**src/rtl/cpu_pkg.sv**
```systemverilog
// rtl/cpu_pkg.sv - shared opcode, fetch-encoding and IR-state definitions for the CPU core
package cpu_pkg;

  localparam int AW_DEF = 13;
  localparam int DW_DEF = 8;

  // 3-bit opcodes carried in ir_hi[7:5]
  localparam logic [2:0] OP_NOP = 3'b000;
  localparam logic [2:0] OP_LDM = 3'b001;
  localparam logic [2:0] OP_LDA = 3'b010;
  localparam logic [2:0] OP_STA = 3'b011;
  localparam logic [2:0] OP_ADD = 3'b100;
  localparam logic [2:0] OP_PRE = 3'b101;
  localparam logic [2:0] OP_JMP = 3'b110;
  localparam logic [2:0] OP_HLT = 3'b111;

  // Controller fetch command encodings
  localparam logic [1:0] FETCH_NONE = 2'b00;
  localparam logic [1:0] FETCH_HI   = 2'b01;
  localparam logic [1:0] FETCH_LO   = 2'b10;
  localparam logic [1:0] FETCH_ILL  = 2'b11;

  typedef enum logic [1:0] {
    IR_EMPTY = 2'b00,
    IR_HALF  = 2'b01,
    IR_FULL  = 2'b10
  } ir_state_t;

endpackage

```
**src/rtl/pc_counter.sv**
```systemverilog
// rtl/pc_counter.sv - program counter register with load, increment and natural wrap
module pc_counter #(
  parameter int AW = 13
) (
  input  logic          clk,
  input  logic          rst,
  input  logic          load,
  input  logic [AW-1:0] load_val,
  input  logic          inc,
  output logic [AW-1:0] pc
);

  // Load beats increment; increment wraps modulo 2^AW through width truncation
  always_ff @(posedge clk) begin
    if (rst) begin
      pc <= '0;
    end else if (load) begin
      pc <= load_val;
    end else if (inc) begin
      pc <= pc + {{(AW-1){1'b0}}, 1'b1};
    end
  end

endmodule

```
**src/rtl/fetch_unit.sv**
```systemverilog
// rtl/fetch_unit.sv - instruction fetch stage: PC, two-byte IR assembly and address mux
module fetch_unit
  import cpu_pkg::*;
#(
  parameter int AW = AW_DEF,
  parameter int DW = DW_DEF
) (
  input  logic          clk,
  input  logic          rst,
  input  logic [1:0]    fetch,
  input  logic          ad_sel,
  input  logic          PC_en,
  input  logic          pc_load,
  input  logic [AW-1:0] pc_load_val,
  input  logic [DW-1:0] rom_data,
  output logic [2:0]    ins,
  output logic [AW-1:0] ir_addr,
  output logic [AW-1:0] pc_addr,
  output logic [AW-1:0] addr,
  output logic [1:0]    ir_state,
  output logic          ir_err
);

  ir_state_t     state;
  logic [DW-1:0] ir_hi;
  logic [DW-1:0] ir_lo;

  // PC runs independently of the IR; a same-cycle byte load uses the old PC on addr
  pc_counter #(.AW(AW)) u_pc (
    .clk      (clk),
    .rst      (rst),
    .load     (pc_load),
    .load_val (pc_load_val),
    .inc      (PC_en),
    .pc       (pc_addr)
  );

  // IR assembly FSM; frozen during the data phase so the operand address stays stable
  always_ff @(posedge clk) begin
    if (rst) begin
      state  <= IR_EMPTY;
      ir_hi  <= '0;
      ir_lo  <= '0;
      ir_err <= 1'b0;
    end else if (!ad_sel) begin
      case (fetch)
        FETCH_HI: begin
          // Any new opcode byte starts a fresh instruction, clearing a stale operand
          state <= IR_HALF;
          ir_hi <= rom_data;
          ir_lo <= '0;
        end
        FETCH_LO: begin
          case (state)
            IR_EMPTY: ir_err <= 1'b1;
            IR_HALF: begin
              state <= IR_FULL;
              ir_lo <= rom_data;
            end
            default: begin
              ir_lo  <= rom_data;
              ir_err <= 1'b1;
            end
          endcase
        end
        FETCH_ILL: ir_err <= 1'b1;
        default: ;
      endcase
    end
  end

  assign ins      = (state == IR_EMPTY) ? OP_NOP : ir_hi[DW-1:DW-3];
  assign ir_addr  = {ir_hi[AW-DW-1:0], ir_lo};
  assign ir_state = state;
  assign addr     = ad_sel ? ir_addr : pc_addr;

endmodule
```
**config.mk**
```make
export PLATFORM = sky130hd
export DESIGN_NAME = fetch_unit
export DESIGN_NICKNAME = d
export VERILOG_FILES = /design/src/rtl/cpu_pkg.sv /design/src/rtl/pc_counter.sv /design/src/rtl/fetch_unit.sv
export SDC_FILE = /design/constraint.sdc
export NUM_CORES = 1
export LEC_CHECK = 0
export BUFFER_PORTS_ARGS = -buffer_cell sky130_fd_sc_hd__buf_2
export CORE_AREA = 2 2 64 66
export DETAILED_ROUTE_END_ITERATION = 8
export DIE_AREA = 0 0 66 68
export PLACE_DENSITY = 0.75
export SLEW_MARGIN = 10
export SYNTH_ARGS = -nofsm -noshare
export SYNTH_HDL_FRONTEND = slang
export SYNTH_SLANG_ARGS = --single-unit
```
**constraint.sdc**
```tcl
create_clock -name clk -period 2 [get_ports clk]
set_clock_uncertainty 0.2 [all_clocks]
set_input_delay 0 -clock clk [delete_from_list [all_inputs] [get_ports clk]]
set_output_delay 0 -clock clk [all_outputs]
set_load 0.05 [all_outputs]
```
==> impl_metrics.env <==
export IMPL_p_leak_uw=0.00111
export IMPL_wl_per_cell_microns=13.7
export IMPL_layout_nets=311
export IMPL_track_usage=0.213
export IMPL_synth_area_leader_cell="dfxtp_1"
export IMPL_finalSetupTns_ps=-9.67
export IMPL_clock_latency_ps=280
export IMPL_path_class="in2reg"
export IMPL_status="finished, violations left"
export IMPL_clk_pin_slew_ps=70
export IMPL_crit_start="fetch[0]"
export IMPL_syn_inst=184
export IMPL_initial_utilization=0.433
export IMPL_synthMuxAreaShare=0.188
export IMPL_critPathArrivalTime_ps=1980
export IMPL_n_antenna_cell=0
export IMPL_period_needed_ps=2010
export IMPL_grt_use_met2=0.371
export IMPL_cts_root_buf="clkbuf_8"
export IMPL_hold_slack_ps=32.9
export IMPL_cts_buffer_depth=2
export IMPL_cts_setup_buffers=0
export IMPL_fin_ws_ps=-9.67
export IMPL_seqPwrFrac=0.395
export IMPL_p_comb_frac=0.226
export IMPL_core_sq_um=3860
export IMPL_final_util=0.643
export IMPL_die_h_microns=68
export IMPL_antenna_found_initial=0
export IMPL_portBuffers=72
export IMPL_period_share=1.00
export IMPL_p_per_area_nw_per_um2=716
export IMPL_grt_use_met3=0.0526
export IMPL_synth_xor_area_share=0.0525
export IMPL_ys_seq_elements=32
export IMPL_wl_microns=4550
export IMPL_row_count=23
export IMPL_cp_max_fo=7
export IMPL_via_per_inst=4.97
export IMPL_dr_pass1_iters=4
export IMPL_crit_path_end_kind="flip-flop"
export IMPL_gp_congestion=0.783
export IMPL_overflow=0
export IMPL_hold_viol=0
export IMPL_setup_viol=1
export IMPL_internal_power_uw=1250
export IMPL_met1_usage=0.265
export IMPL_ys_warnings_count=0
export IMPL_fmaxAchievable_ghz=0.498
export IMPL_via_count=1656
export IMPL_cp_data_required_time_ps=1970
export IMPL_r2r_end="u_pc.pc[4]"
export IMPL_synth_top_family_by_area="simple AND/OR/NAND/NOR gates"
export IMPL_rrSetupSlack_ps=100
export IMPL_ant_nets=0
export IMPL_r2r_cells=6
export IMPL_drive_gt1_frac=0.382
export IMPL_dieArea_sq_um=4490
export IMPL_grt_first_pass_wirelength_microns=7250
export IMPL_htreeDepth=2
export IMPL_yosysUniqueCellTypes=34
export IMPL_worstSetupEndpoint="ir_hi[5]"
export IMPL_synth_top_area_frac=0.384
export IMPL_cts_tree="done"
export IMPL_dpl_hpwl_microns=3070
export IMPL_synthSimpleGateAreaFrac=0.219
export IMPL_p_sw_frac=0.293
export IMPL_numCtsBuffers=5
export IMPL_grt_max_degree=21
export IMPL_drt_iter0_drc=49
export IMPL_min_path_type="in2reg"
export IMPL_irDropWorstVdd_mv=0.463
export IMPL_grt_pass1_vias=1567
export IMPL_synthAdderAreaFrac=0.00750
export IMPL_preCtsSetupSlack_ps=301
export IMPL_clkPwrFrac=0.379
export IMPL_busiest_layer="met2"
export IMPL_failed_checks="negative setup slack"
export IMPL_synth_fp_nets=213
export IMPL_drc_errors=0
export IMPL_synth_area_sq_um=1670
export IMPL_max_cap_violations=0
export IMPL_area_growth_pct=48.8
export IMPL_mostFrequentLayoutCell="buf_2"
export IMPL_slew_headroom=0.582
export IMPL_clock_sinks=32
export IMPL_synth_area_top_cells="dfxtp_1 38%, mux2i_1 11%, mux2_2 7.4%"
export IMPL_slew_violations=0
export IMPL_synth_compound_area_frac=0.0953
export IMPL_rsz0062_at_grt="yes"
export IMPL_postSynthAreaPerCell_sq_um=9.06
export IMPL_final_cell_mix="72 x buf_2, 30 x dfxtp_1, 29 x dlygate4sd3_1"
export IMPL_power_switching_uw=521
export IMPL_ios=73
export IMPL_synth_seq_area_share=0.384
export IMPL_start_kind="primary input"
export IMPL_r2r_start="u_pc.pc[0]"
export IMPL_tightest_slew_ps=627
export IMPL_die_w_microns=66
-- kinds of logic (layout without fill, tap and decap cells) --
group | Yosys count | in the layout
compound gates | 23 | 23
xor+xnor | 10 | 10
fa+ha+maj | 1 | 1
buf+inv | 18 | 117
flops | 32 | 32
mux | 30 | 30
simple gates | 70 | 70
-- area by class of cell --
| cell class | count | area (sq um) |
|---|---|---|
| clock inverters | 1 | 30.0 |
| repair buffers | 104 | 677 |
| well taps | 50 | 62.6 |
| clock buffers | 7 | 96.3 |
| inverters | 5 | 18.8 |
| fillers | 358 | 1380 |
| flip-flops and latches | 32 | 646 |
| multi-input cells | 134 | 951 |
-- critical path: stages --
cell	delay, ps
dlygate4sd3_1	520
buf_2	170
nand2b_1	130
nor2_4	150
buf_6	170
mux2i_2	240
nor2_1	50
dlygate4sd3_1	560
-- per-layer routing --
layer	share of wire	wire [microns]
met1	0.43	1950
met2	0.50	2270
met3	0.060	275
met4	0.010	47
met5	0	0
-- registers in the layout, indices dropped and copies added (netlist names) --
| signal | cells |
|---|---|
| ir_lo | 8 |
| ir_state | 2 |
| ir_hi | 8 |
| u_pc.pc | 13 |
| ir_err | 1 |
-- stage by stage --
step | power, uW | area, sq um | std cells
after CTS | 1780 | 2470 | 334
final | 1780 | 2480 | 333
after detailed placement | 1060 | 2040 | 296
after global placement | 1060 | 2040 | 296
after global routing | 1850 | 2480 | 333
after floorplan | 970 | 1670 | 184
-- cells in the mapped netlist (all sizes together) --
cell and number:
a211oi 5, a21oi 6, a221oi 1, a311oi 2, a31oi 1, and2b 3
buf 7, clkbuf 6, dfxtp 32, ha 1, inv 5, mux2 11
mux2i 19, nand2 14, nand2b 9, nand3 3, nand4 4, nor2 24
nor3 5, nor3b 1, nor4 2, o21ai 5, o21bai 2, o31ai 1
or2b 1, or3 3, or3b 1, xnor2 9, xor2 1
-- power by group through the flow --
stage	clock network [uW]	logic [uW]	registers, uW
2_1_floorplan	0	183	786
3_3_place_gp	0	347	714
3_5_place_dp	0	348	715
4_1_cts	684	396	701
5_1_grt	717	428	706
6_report	673	401	702
-- worst min path at each step --
| stage | startpoint | to | slack, ps | depth (start not counted) |
|---|---|---|---|---|
| floorplan | fetch[1] | ir_state[0] | -90 | 1 |
| global placement | pc_load_val[0] | u_pc.pc[0] | 30 | 3 |
| detailed placement | pc_load_val[0] | u_pc.pc[0] | 40 | 3 |
| CTS | ad_sel | ir_hi[3] | 20 | 5 |
| global route | PC_en | u_pc.pc[3] | 90 | 4 |
| finish | PC_en | u_pc.pc[3] | 30 | 4 |
-- what timing repair did --
action                                  in CTS  in global routing
hold endpoints to repair                    32                  0
gates resized for setup                      0                  7
hold buffers                                30                  0
endpoints found under the setup margin       0                 11
No activity file was read; power rests on OpenSTA's default activity.
